$ cat config.mk
export PLATFORM = sky130hd
export DESIGN_NAME = instr_fetch_unit
export DESIGN_NICKNAME = d
export VERILOG_FILES = /design/src/rtl/instr_fetch_unit.sv
export SDC_FILE = /design/constraint.sdc
export NUM_CORES = 1
export LEC_CHECK = 0
export BUFFER_PORTS_ARGS = -buffer_cell sky130_fd_sc_hd__buf_2
export CAP_MARGIN = 20
export CORE_ASPECT_RATIO = 0.9
export CORE_UTILIZATION = 50
export DETAILED_ROUTE_END_ITERATION = 8
export HOLD_SLACK_MARGIN = 0.02
export PLACE_DENSITY_LB_ADDON = 0.08
export SETUP_SLACK_MARGIN = 0.1
export SYNTH_ARGS = -nofsm -noshare
export SYNTH_HDL_FRONTEND = slang
export SYNTH_SLANG_ARGS = --single-unit
$ cat constraint.sdc
create_clock -name clk -period 7.2 [get_ports clk]
set_clock_uncertainty 0.15 [all_clocks]
set_input_delay 1.08 -clock clk [delete_from_list [all_inputs] [get_ports clk]]
set_output_delay 1.08 -clock clk [all_outputs]
set_load 0.02 [all_outputs]
$ cat src/rtl/instr_fetch_unit.sv
// Instruction fetch front end: one outstanding imem request, a small PC-tagged
// instruction buffer, and branch/jump redirect with discard of in-flight responses.
module instr_fetch_unit #(
  parameter logic [31:0] RESET_PC   = 32'h0000_0000,
  parameter int unsigned FIFO_DEPTH = 2
) (
  input  logic        clk,
  input  logic        rst_n,
  output logic        imem_req,
  output logic [31:0] imem_addr,
  input  logic        imem_ready,
  input  logic        imem_rvalid,
  input  logic [31:0] imem_rdata,
  input  logic        redirect_valid,
  input  logic [31:0] redirect_pc,
  output logic        instr_valid,
  input  logic        instr_ready,
  output logic [31:0] instr,
  output logic [31:0] instr_pc,
  output logic [5:0]  opcode,
  output logic [5:0]  funct
);

  localparam int unsigned PTR_W   = $clog2(FIFO_DEPTH);
  localparam logic [PTR_W:0] DEPTH_C = (PTR_W + 1)'(FIFO_DEPTH);

  typedef enum logic [1:0] {S_FETCH, S_WAIT, S_DRAIN} state_e;

  state_e            state_q, state_d;
  logic [31:0]       fetch_pc_q, fetch_pc_d;
  logic [31:0]       req_pc_q, req_pc_d;
  logic [PTR_W-1:0]  wr_ptr_q, wr_ptr_d, rd_ptr_q, rd_ptr_d;
  logic [PTR_W:0]    count_q, count_d;
  logic [31:0]       buf_instr_q [FIFO_DEPTH];
  logic [31:0]       buf_pc_q    [FIFO_DEPTH];
  logic              accept, push, pop, head_vld;
  logic [31:0]       head_instr;
  logic              unused_redirect_lsbs;

  assign unused_redirect_lsbs = ^redirect_pc[1:0];

  // imem_req is gated by rst_n so the request is low while reset is held.
  always_comb begin
    state_d    = state_q;
    fetch_pc_d = fetch_pc_q;
    req_pc_d   = req_pc_q;
    push       = 1'b0;
    imem_req   = rst_n && (state_q == S_FETCH) && (count_q < DEPTH_C) && !redirect_valid;
    accept     = imem_req && imem_ready;
    case (state_q)
      S_FETCH: begin
        if (accept) begin
          state_d    = S_WAIT;
          fetch_pc_d = fetch_pc_q + 32'd4;
          req_pc_d   = fetch_pc_q;
        end
      end
      S_WAIT: begin
        if (imem_rvalid) begin
          state_d = S_FETCH;
          push    = !redirect_valid;
        end else if (redirect_valid) begin
          state_d = S_DRAIN;
        end
      end
      S_DRAIN: begin
        if (imem_rvalid) state_d = S_FETCH;
      end
      default: state_d = S_FETCH;
    endcase
    if (redirect_valid) fetch_pc_d = {redirect_pc[31:2], 2'b00};
  end

  assign imem_addr = fetch_pc_q;
  assign head_vld  = (count_q != '0);
  assign pop       = head_vld && instr_ready && !redirect_valid;

  always_comb begin
    count_d  = count_q;
    wr_ptr_d = wr_ptr_q;
    rd_ptr_d = rd_ptr_q;
    if (redirect_valid) begin
      count_d  = '0;
      wr_ptr_d = '0;
      rd_ptr_d = '0;
    end else begin
      if (push) wr_ptr_d = wr_ptr_q + PTR_W'(1);
      if (pop)  rd_ptr_d = rd_ptr_q + PTR_W'(1);
      case ({push, pop})
        2'b10:   count_d = count_q + (PTR_W + 1)'(1);
        2'b01:   count_d = count_q - (PTR_W + 1)'(1);
        default: count_d = count_q;
      endcase
    end
  end

  always_ff @(posedge clk or negedge rst_n) begin
    if (!rst_n) begin
      state_q    <= S_FETCH;
      fetch_pc_q <= RESET_PC;
      req_pc_q   <= RESET_PC;
      wr_ptr_q   <= '0;
      rd_ptr_q   <= '0;
      count_q    <= '0;
    end else begin
      state_q    <= state_d;
      fetch_pc_q <= fetch_pc_d;
      req_pc_q   <= req_pc_d;
      wr_ptr_q   <= wr_ptr_d;
      rd_ptr_q   <= rd_ptr_d;
      count_q    <= count_d;
    end
  end

  // Buffer contents need no reset: an empty buffer masks the head to zero.
  always_ff @(posedge clk) begin
    if (push) begin
      buf_instr_q[wr_ptr_q] <= imem_rdata;
      buf_pc_q[wr_ptr_q]    <= req_pc_q;
    end
  end

  assign head_instr  = head_vld ? buf_instr_q[rd_ptr_q] : 32'd0;
  assign instr_valid = head_vld;
  assign instr       = head_instr;
  assign instr_pc    = head_vld ? buf_pc_q[rd_ptr_q] : 32'd0;
  assign opcode      = head_instr[31:26];
  assign funct       = head_instr[5:0];

endmodule

# Word-level counts from Yosys, hierarchy flattened

Memory sizes are Yosys's and may differ from the RTL's.
Cells that the tools add are included.

Magnitude comparators: 1
Add/sub/neg operators: 5
Reductions and logical operators: 17
$mul: 0
Muxes and demuxes: 20
Bitwise operators: 0
Shift operators: 0
Equality and inequality tests: 7
Divide/modulo/power cells: 0

Operators by type and width:

| cell                  | number |
|---|---|
| $mux 32               | 5 |
| $add 32x3->32 const B | 1 |
| $mux 2                | 5 |
| $reduce_bool 2->1     | 5 |
| $mux 1                | 8 |
| $logic_and 1x1->1     | 6 |
| $pmux 2 s3            | 1 |
| $eq 2x1->1 const B    | 2 |
| $eq 2x2->1 const B    | 2 |
| $ne 2x2->1 const B    | 2 |
| $pmux 2 s2            | 1 |
| $reduce_and 2->1      | 2 |
| $ne 3x3->1 const B    | 1 |
| $reduce_and 3->1      | 1 |
| $reduce_bool 3->1     | 1 |
| $add 1x1->1 const B   | 2 |
| $add 2x1->2 const B   | 1 |
| $logic_not 2->1       | 1 |
| $lt 2x2->1 const B    | 1 |
| $sub 2x1->2 const B   | 1 |
| $logic_not 1->1       | 1 |

Bits of input ports: 70
Output and inout bits: 110
Memory bits (writable): 128
Word-level logic and storage cells: 58
Memory bits (read-only): 0
Register bits: 70
Memories kept: 2
Bits in latches: 0

Memory list:

| name        | depth | bits a word | rd ports | clocked after Yosys merged registers in | write ports | line | RTL |
|---|---|---|---|---|---|---|---|
| buf_instr_q | 2     | 32          | 1        | 0                                       | 1           | 34   | `logic [31:0] buf_instr_q [FIFO_DEPTH];` |
| buf_pc_q    | 2     | 32          | 1        | 0                                       | 1           | 35   | `logic [31:0] buf_pc_q [FIFO_DEPTH];` |

# Logic depth before layout (Yosys ltp)

Depth in word-level cells: 8
Mapped depth: 7
Gate-level depth less buffers: 6

# Worst setup path before layout

Ideal clock, no wire load.

Kind: in2reg
From: in redirect_valid
To: mem buf_instr_q[1][0], enable pin
Arrival: 5965 ps
Setup slack: 513 ps
Data required time: 6479 ps
Library setup time: 571 ps
Cell stages on the path: 3
Cells stage by stage: buf_6 > clkbuf_1 > nor3b_1

Cells in the longest elaborated chain, start to end: 5

RTL lines:

| what                         | line | RTL |
|---|---|---|
| from (decl)                  | 14   | `input logic redirect_valid,` |
| $logic_not 1->1              | 61   | `push = !redirect_valid;` |
| $mux 1                       | 59   | `if (imem_rvalid) begin` |
| $mux 1                       | 50   | `case (state_q)` |
| $mux 1                       | 117  | `if (push) begin` |
| $mux 1 (not written as such) | 118  | `buf_instr_q[wr_ptr_q] <= imem_rdata;` |
| to (decl)                    | 34   |  |

Every way passes these cells.

# Worst setup path after layout

From: in redirect_valid
To: out imem_req

Cells in the longest elaborated chain, start to end: 2

RTL lines:

| what              | line | RTL |
|---|---|---|
| $logic_not 1->1   | 48   | `imem_req = rst_n && (state_q == S_FETCH) && (count_q < DEPTH_C) && !redirect_valid;` |
| $logic_and 1x1->1 | 48   |  |
| to (decl)         | 9    | `output logic imem_req,` |

Every way passes these cells.

==> metrics.log <==
[metrics] clk slew on worst S/H paths: about 0.070 ns
[metrics] first-pass detailed-route iteration total: 5
[metrics] kind of start point of the critical path: input port
[metrics] shortest clock period the worst path allows after layout: about 3.7 ns
[metrics] Post CTS Setup Buffer Count: 0
[metrics] portion of total power attributed to combinational logic: 0.084
[metrics] synthesized-area fraction occupied by and/or/nand/nor cells: 0.151
[metrics] antenna violation net count after detailed routing: 0
[metrics] warning count from the yosys run: 0
[metrics] CTS tree: done
[metrics] synthesized-area fraction occupied by adder cells: 0.00156
[metrics] total of max-cap violations: 0
[metrics] final-layout fill cell count: 1,290
[metrics] GP Congestion: approximately 0.8
[metrics] number of hold buffers added after CTS: 0
[metrics] vias in the first global route: 5,206
[metrics] Sinks on Clock Net: 190
[metrics] count of state elements after synthesis: 190
[metrics] synthesized area: 8000 um2
[metrics] vias after detailed routing: about 5.4k
[metrics] critical path data arrival time: around 2.4 ns
[metrics] core area: around 16,000 um2
[metrics] biggest area consumer among synthesized cells: edfxtp_1
[metrics] internal power summed over all cells: 1.82 mW
[metrics] number of distinct standard cells referenced by the synthesized netlist: 52
[metrics] CTS root buf: clkbuf_16
[metrics] result of the run: finished clean
[metrics] sequential cell area in the final layout: ~5400 um2
[metrics] number of synthesized flops with an enable pin: roughly 120
[metrics] most frequently used flop master after synthesis: edfxtp_1
[metrics] worst setup path category: in -> out
[metrics] required time of the critical path: 5.97 ns
[metrics] setup-violating endpoint count in the final report: 0
[metrics] Iteration-0 DRC Markers: 334
[metrics] post-synthesis to final-layout area growth: 19.4%
[metrics] largest family of logic cells by synthesized area: simple AND/OR/NAND/NOR gates
[metrics] synthesized instance count: between 600 and 700
[metrics] switching power: 0.595 mW
[metrics] achievable clock frequency: approximately 0.27 GHz
[metrics] async set-reset flop share out of synthesis: 0.347
[metrics] via density per instance: 5.33
[metrics] final net count: about 870
[metrics] remaining global-route overflow: 0
[metrics] wire length of the first global-routing pass: 25,800 um
[metrics] drc violations: 0
[metrics] sequential cell area fraction in the yosys report: 0.672
[metrics] number of max-slew violations in the final report: 0
[metrics] HPWL reported at the end of detailed placement: roughly 11,000 um
[metrics] total global-route track usage: 0.206
[metrics] Yosys top cell area share: 0.465
[metrics] Finished Core Util: 0.614
[metrics] effective utilization at floorplan: 0.515
[metrics] CP Capture Type: output pin
[metrics] Seq pwr share: 0.543
[metrics] hold slack final: approximately 0.32 ns
[metrics] RSZ-0062 raised after global routing: false
[metrics] number of buffers created by CTS: 17
[metrics] Worst Max-Slew Pin Slew: 0.887 ns
[metrics] largest net degree at the start of global routing: 70
[metrics] path type of the worst min-delay path: reg -> reg
[metrics] port buffer count: 173
[metrics] post-cts repair resize count: 0
[metrics] clock latency on the worst-skew pair: 0.42 ns
[metrics] placed cell count: between 900 and 1k
[metrics] FP Rows: 43
[metrics] final non-filler cell total: roughly 1k
[metrics] area enclosed by the die boundary: 16,500 um2
[metrics] period utilization: 0.507
[metrics] Max Fanout on Critical Path: 46
[metrics] count of inserted antenna diode cells: 0
[metrics] compound-cell area share of the yosys netlist: 0.0572
[metrics] mux share of post-synthesis cell area: 0.0776
[metrics] area of the multi-input gates: 2380 um2
[metrics] IO Count: 180
[metrics] wire length per cell: 15.9 um
[metrics] switching share of power: 0.246
[metrics] largest buffer count on any clock path: 2
[metrics] Die Width: 135 um
[metrics] vertical die dimension: about 120 um
[metrics] cell types occupying the most area after synthesis: edfxtp_1 47%, dfrtp_1 21%, mux2i_1 7.8%, nand2_1 5.8%, nor2_1 3.9%
[metrics] level count of the clock H-tree: 4
[metrics] IR drop worst, VDD: approximately 180 uV
[metrics] accumulated negative setup slack: 0 ns
[metrics] drt total wl: about 16,000 um
[metrics] synthesized area divided by synthesized cell count: 12.3 um2
[metrics] worst-case headroom to the max-slew limit: 0.409
[metrics] Leakage: ~4.0 nW
[metrics] clock power share: 0.373
[metrics] PD cells: roughly 250 nW/um2
[metrics] final hold viol count: 0
[metrics] layout cell share with drive strength beyond 1: 0.279
[metrics] antenna violations before repair: 0
[metrics] XOR/XNOR Fraction of Synth Area: 0.00547
==> routing by layer <==
layer	GRT usage	share of wire	vias up
met3	0.0516	0.068	21
met1	0.262	0.44	2609
met4	0.0801	0.015	0
li1	-	-	2605
met2	0.339	0.48	195
met5	0	0	-
==> placed cells by master (no fill, tap or decap), drive strengths merged, types with 4 or more instances in the layout <==
master	n
a21o	6
a21oi	6
a31o	4
a31oi	4
and2	4
and3	5
buf	180
clkbuf	20
clkinv	6
conb	4
dfrtp	66
edfxtp	124
inv	10
mux2i	62
nand2	126
nand3	23
nand4	8
nor2	85
nor2b	5
nor3	4
nor4	4
o211ai	8
o21ai	20
o311ai	9
==> stage by stage <==
stage | total power [mW] | setup slack (ns) | instance area [um2]
finish | 2.42 | 3.55 | 9550
CTS | 2.43 | 3.52 | 9530
detailed placement | 1.54 | 3.28 | 8940
floorplan | 1.45 | 0.513 | 8010
global route | 2.51 | 3.43 | 9550
global placement | 1.53 | 3.31 | 8940
==> cell type report <==
| type | instances | share of cell area |
|---|---|---|
| multi-input combinational | 410 | 0.249 |
| tap | 202 | 0.0265 |
| clock buffer | 20 | 0.0512 |
| timing repair buffer | 180 | 0.0985 |
| clock inverter | 12 | 0.00982 |
| sequential | 190 | 0.563 |
| inverter | 4 | 0.00157 |
==> cell usage after synthesis, drive strengths merged (2+ instances only) <==
library cell / n
nand2: 126
edfxtp: 124
nor2: 85
dfrtp: 66
mux2i: 62
clkbuf: 25
nand3: 23
buf: 22
o21ai: 20
o311ai: 9
nand4: 8
o211ai: 8
a21o: 6
a21oi: 6
and3: 5
nor2b: 5
a31o: 4
a31oi: 4
and2: 4
nor3: 4
nor4: 4
a22oi: 3
inv: 3
nand3b: 3
xor2: 3
a221o: 2
xnor2: 2
==> power groups by stage <==
| stage | Combinational (mW) | Sequential [mW] | Clock (mW) |
|---|---|---|---|
| 2_1_floorplan | 0.116 | 1.33 | 0 |
| 3_3_place_gp | 0.197 | 1.33 | 0 |
| 3_5_place_dp | 0.201 | 1.34 | 0 |
| 4_1_cts | 0.202 | 1.31 | 0.919 |
| 5_1_grt | 0.227 | 1.32 | 0.963 |
| 6_report | 0.203 | 1.31 | 0.902 |
==> cells by family after synthesis <==
logic type | after synthesis
AO/OA/AOI/OAI | 67
XOR/XNOR | 5
flip-flops | 190
adder cells (fa/ha/maj) | 1
buffers and inverters | 51
multiplexers | 62
AND/OR/NAND/NOR | 271
other | 1
==> worst max-delay path, stage by stage <==
cell	delay [ns]
buf_2	0.38
nor4_1	0.56
and2_1	0.22
buf_2	0.17
==> worst paths after layout <==
| kind | from | to | slack, ns | depth (start not counted) |
|---|---|---|---|---|
| min | req_pc_q[27] | buf_pc_q[1][27] | 0.32 | 0 |
| max in group asynchronous | rst_n | rd_ptr_q | 5.63 | 1 |
| min reg2reg | req_pc_q[27] | buf_pc_q[1][27] | 0.32 | 0 |
| max reg2reg | count_q[1] | imem_addr[7] | 4.46 | 5 |
| min in group asynchronous | rst_n | req_pc_q[27] | 0.61 | 1 |
| max | redirect_valid | imem_req | 3.55 | 4 |
==> registers in the layout (all words and copies together), names as in the netlist <==
register     cells
rd_ptr_q         1
state_q          2
req_pc_q        30
imem_addr       30
count_q          2
buf_instr_q     64
buf_pc_q        60
wr_ptr_q         1
(Power assumes the default switching activity.)
